### src/rtl/mem_bus_pattern_master_pkg.sv
// Purpose: shared state encoding and pattern-word extraction for the memory bus pattern master.
// Latency: n/a (types and a pure function only).
// Backpressure: n/a.
//
// The state enum and the pattern_word() function live here so that testers
// checking the same pattern derive identical words.
package mem_bus_pattern_master_pkg;

  typedef enum logic [2:0] {
    IDLE  = 3'd0,
    WRITE = 3'd1,
    READ  = 3'd2,
    DRAIN = 3'd3,
    DONE  = 3'd4
  } state_t;

  // Word `index` of a packed pattern: (content >> index*wsize) masked to wsize bits.
  // Shifts past the 32-bit pattern naturally yield zero words.
  function automatic logic [63:0] pattern_word(input logic [31:0]  content,
                                               input int unsigned index,
                                               input int unsigned wsize);
    logic [63:0] w;
    w = {32'h0, content} >> (index * wsize);
    if (wsize < 64) w = w & ((64'd1 << wsize) - 64'd1);
    return w;
  endfunction

endpackage

### src/rtl/mem_bus_pattern_master.sv
// Purpose: writes a fixed word pattern into an address window, reads it back and counts mismatches.
// Latency: done visible after edge 2*array_size+1 counted from the start edge (edge 0).
// Backpressure: none; the bus is single-cycle, start is ignored while busy.
//
// Ports:
//   clk            in   rising-edge clock
//   reset          in   synchronous active-low reset
//   start          in   one-cycle pulse, begins a write-then-verify pass
//   addr           out  bus address (base_addr + index, wraps modulo 2^addr_size)
//   data_out       out  write data (zero outside WRITE)
//   data_in        in   read data, valid one cycle after addr
//   write_en       out  bus write strobe (WRITE state only)
//   busy           out  pass in progress
//   done           out  pass finished; held until next start or reset
//   pass           out  valid with done; high iff mismatch_count == 0
//   mismatch_count out  saturating count of words that read back wrong
module mem_bus_pattern_master
  import mem_bus_pattern_master_pkg::*;
#(
  parameter int          base_addr     = 0,
  parameter int          addr_size     = 16,
  parameter int          word_size     = 16,
  parameter int          array_size    = 2,
  parameter logic [31:0] array_content = 32'hFFFFFFFF
) (
  input  logic                             clk,
  input  logic                             reset,
  input  logic                             start,
  output logic [addr_size-1:0]             addr,
  output logic [word_size-1:0]             data_out,
  input  logic [word_size-1:0]             data_in,
  output logic                             write_en,
  output logic                             busy,
  output logic                             done,
  output logic                             pass,
  output logic [$clog2(array_size+1)-1:0]  mismatch_count
);

  localparam int                   IW    = $clog2(array_size + 1);
  localparam logic [IW-1:0]        LAST  = IW'(array_size - 1);
  localparam logic [IW-1:0]        SAT   = IW'(array_size);
  localparam logic [addr_size-1:0] BASE  = addr_size'(base_addr);
  localparam logic [word_size-1:0] WORD0 = word_size'(pattern_word(array_content, 0, word_size));

  state_t          state;
  logic [IW-1:0]   idx;   // issue pointer (wi in WRITE, ri in READ)
  logic [IW-1:0]   ci;    // compare pointer, one behind the read issue pointer

  logic [word_size-1:0] next_word;
  logic [word_size-1:0] cmp_word;
  logic [IW-1:0]        mm_next;

  always_comb begin
    next_word = word_size'(pattern_word(array_content, 32'(idx) + 32'd1, word_size));
    cmp_word  = word_size'(pattern_word(array_content, 32'(ci), word_size));
    mm_next   = mismatch_count;
    if (data_in != cmp_word && mismatch_count != SAT) mm_next = mismatch_count + 1'b1;
  end

  always_ff @(posedge clk) begin
    if (!reset) begin
      state          <= IDLE;
      idx            <= '0;
      ci             <= '0;
      addr           <= '0;
      data_out       <= '0;
      write_en       <= 1'b0;
      busy           <= 1'b0;
      done           <= 1'b0;
      pass           <= 1'b0;
      mismatch_count <= '0;
    end else begin
      case (state)
        IDLE, DONE: begin
          if (start) begin
            state          <= WRITE;
            busy           <= 1'b1;
            done           <= 1'b0;
            pass           <= 1'b0;
            mismatch_count <= '0;
            idx            <= '0;
            ci             <= '0;
            addr           <= BASE;
            data_out       <= WORD0;
            write_en       <= 1'b1;
          end
        end
        WRITE: begin
          if (idx == LAST) begin
            // last word has been on the bus for one cycle; restart at base for reads
            state    <= READ;
            write_en <= 1'b0;
            data_out <= '0;
            addr     <= BASE;
            idx      <= '0;
          end else begin
            idx      <= idx + 1'b1;
            addr     <= BASE + addr_size'(idx + 1'b1);
            data_out <= next_word;
          end
        end
        READ: begin
          // read data trails the address by one cycle, so the first READ edge has nothing to compare
          if (idx != '0) begin
            mismatch_count <= mm_next;
            ci             <= ci + 1'b1;
          end
          if (idx == LAST) begin
            state <= DRAIN;
          end else begin
            idx  <= idx + 1'b1;
            addr <= BASE + addr_size'(idx + 1'b1);
          end
        end
        DRAIN: begin
          mismatch_count <= mm_next;
          pass           <= (mm_next == '0);
          done           <= 1'b1;
          busy           <= 1'b0;
          addr           <= '0;
          data_out       <= '0;
          state          <= DONE;
        end
        default: state <= IDLE;
      endcase
    end
  end

endmodule

### config.mk
export PLATFORM = sky130hd
export DESIGN_NAME = mem_bus_pattern_master
export DESIGN_NICKNAME = d
export VERILOG_FILES = /design/src/rtl/mem_bus_pattern_master_pkg.sv /design/src/rtl/mem_bus_pattern_master.sv
export SDC_FILE = /design/constraint.sdc
export NUM_CORES = 1
export LEC_CHECK = 0
export CAP_MARGIN = 20
export CELL_PAD_IN_SITES_DETAIL_PLACEMENT = 0
export CELL_PAD_IN_SITES_GLOBAL_PLACEMENT = 1
export CORE_MARGIN = 5
export CORE_UTILIZATION = 25
export DETAILED_ROUTE_END_ITERATION = 6
export GPL_ROUTABILITY_DRIVEN = 1
export PLACE_DENSITY = 0.74
export SLEW_MARGIN = 20
export SYNTH_ARGS = -nofsm -noshare
export SYNTH_HDL_FRONTEND = slang
export SYNTH_SLANG_ARGS = --single-unit
### constraint.sdc
create_clock -name clk -period 1.9 [get_ports clk]
set_input_delay 0.57 -clock clk [delete_from_list [all_inputs] [get_ports clk]]
set_output_delay 0.57 -clock clk [all_outputs]
set_load 0.05 [all_outputs]
==> impl_metrics.toml <==
[hold_path]
holdCritPathClass = "reg2reg"
hold_path_end = "addr[1]"
whs_path_depth = 2
hp-start = "addr[1]"

[floorplan]
die_area_um2 = 6410
die_w_um = 80.0
io_pins = 57
rows = 25
initial_utilization = 0.258
core_um2 = 4750
die_h_um = 80.0

[place]
gp_congestion = 0.767
port_buffers = 43
dpl.cell_count = 252
dp_hpwl_mm = 2.27
placed_area_um2 = 1760

[sta]
slew_violations = 0
worst_pin_slew_ns = 0.535
min_period_ns = 1.84
clock_skew_ns = 0.00399
finalSetupViolations = 0
fmax_ghz = 0.545
period_share = 0.966
finalHoldViolations = 0
relSlewSlack = 0.643

[power_and_ir_drop]
worst_ir_drop_vdd_v = 0.000295
p_per_area_nw_per_um2 = 723
p_leak_nw = 0.794

[layout]
area_delta_synth_final_pct = 50.6
final_nets = 214
layout.cells.non_filler = 256
layout-drive-gt1-share = 0.249
finalInstanceArea_um2 = 1850
diodes = 0
final_cell_mix = "clkdlybuf4s50_1, buf_12, dfxtp_1, a21oi_1, buf_4"

[global_routing]
grt_pass1_wl_mm = 4.51
grt_overflow = 0
grt_start_max_net_pins = 17
grt_antenna_before_repair = 0
grt_util_all_layers = 0.0880
grt_pass1_vias = 1025

[drt]
wirelength_mm = 2.95
drt_pass1_iterations = 4
drtIter0Drc = 53
drc = 0
detail-route-antenna-nets = 0
wl_per_cell_um = 11.5
post_drt_via_cell_ratio = 4.27
vias = 1094

[synthesis]
ys_types = 38
synth_area_per_cell_um2 = 7.91
syn_area_um2 = 1230
synthFlopType = "dfxtp_1"
synth_cells = 155
yosysWarnings = 0
synth-edff-count = 0
seq_area_frac_synth = 0.278
yosys_register_bits = 17
async_flop_share = 0

[setup_path]
reg2reg_depth = 4
timing.rr.end = "pass"
critical_path_class = "in2reg"
cp_data_required_time_ns = 2.10
rrSetupSlack_ns = 0.32
setup.worst_path.end_class = "register"
cp.arrival_ns = 2.04
worst_setup_path_start_kind = "input port"
cp_max_fo = 3
rr_startpoint = "state[0]"

[cts]
cts_buffer_depth = 2
htree_levels = 1
cts_tree = "built"
clk_pin_slew_ns = 0.07
clkSinkCount = 17
hold_buffers = 0
ctsResizeCount = 0
cts_setup_buffers = 0
clock_latency_ns = 0.25
cts_buffers = 3
clockRootBuffer = "clkbuf_8"

[outcome]
status = "completed"

[run]
maxCapViolations = 0
## per-layer routing
layer | global-route usage | part of all wire | up-vias
li1 | - | - | 558
met1 | 0.104 | 0.43 | 499
met2 | 0.152 | 0.49 | 35
met3 | 0.0361 | 0.072 | 2
met4 | 0.0118 | 0.0061 | 0
met5 | 0 | 0 | -
## cell type report
type / instances / area, µm²
inverter: 11 / 41.3
multi-input combinational: 107 / 691
tap: 67 / 83.8
timing repair buffer: 50 / 646
clock buffer: 4 / 45.0
fill: 495 / 2910
sequential: 17 / 340
## synthesized netlist by cell type (2+ instances only)
| library cell | instances | area (µm²) |
|---|---|---|
| nand4_1 | 2 | 12.5 |
| nor3_1 | 4 | 20.0 |
| nor4_1 | 5 | 31.3 |
| o21ai_0 | 5 | 25.0 |
| or3_1 | 2 | 12.5 |
| and2b_1 | 3 | 22.5 |
| a21oi_1 | 14 | 70.1 |
| inv_1 | 11 | 41.3 |
| and4_1 | 2 | 17.5 |
| clkbuf_1 | 2 | 7.51 |
| buf_4 | 29 | 218 |
| nor2_1 | 13 | 48.8 |
| o22a_1 | 2 | 17.5 |
| mux2i_1 | 3 | 30.0 |
| dfxtp_1 | 17 | 340 |
| nand2_1 | 12 | 45.0 |
| nand3_1 | 3 | 15.0 |
| ha_1 | 5 | 62.6 |
| o21a_1 | 2 | 15.0 |
## through the flow
step           worst slack, ns   util  TNS, ns  power [mW]  hold WS (ns)
5_1_grt                -0.0347  0.388  -0.0477        1.40         0.480
6_report                0.0640  0.388        0        1.33         0.471
3_3_place_gp            -0.220  0.371   -0.685        1.06         0.447
4_1_cts                 0.0267  0.381        0        1.34         0.468
2_1_floorplan            0.154      -        0       0.840         0.444
3_5_place_dp            -0.241  0.371   -0.717        1.07         0.451
## power breakdown
part / switching, mW / internal (mW) / leakage, nW / total, mW
clock: 0.125 / 0.149 / 0.0228 / 0.274
sequential: 0.0257 / 0.373 / 0.138 / 0.399
combinational: 0.380 / 0.282 / 0.633 / 0.662
total: 0.530 / 0.804 / 0.794 / 1.33
## worst max-delay path, cell delays in order
cell and delay, ns:
clkdlybuf4s50_1 0.44, nor4_2 0.26, and4_1 0.23, o22ai_2 0.11, a2111o_1 0.37, nand2_1 0.05
## kinds of logic (layout without fill, tap and decap cells)
family,after synthesis,after routing,share of synthesized area
and+or+nand+nor,53,53,0.239
buffers and inverters,43,65,0.227
AOI/OAI and AO/OA,33,33,0.179
DFF,17,17,0.278
adders and majority gates,5,5,0.0510
muxes,3,3,0.0245
other,1,13,0.00306
## sequential cells by signal, summed over array words and instances, names as in the netlist, 2 cells and up
name            cells
addr                3
ci                  2
idx                 2
mismatch_count      2
state               3
## worst max-delay path by stage
stage                        end  slack, ns    startpoint  depth (start not counted)
floorplan           data_out[10]       0.15  data_out[14]                          1
global placement            pass      -0.22   data_in[11]                          6
detailed placement          pass      -0.24    data_in[2]                          6
CTS                         pass       0.03    data_in[2]                          6
global route                pass      -0.03    data_in[5]                          6
finish                      pass       0.06    data_in[5]                          6
Note: power is estimated with default switching activity, not from simulation.
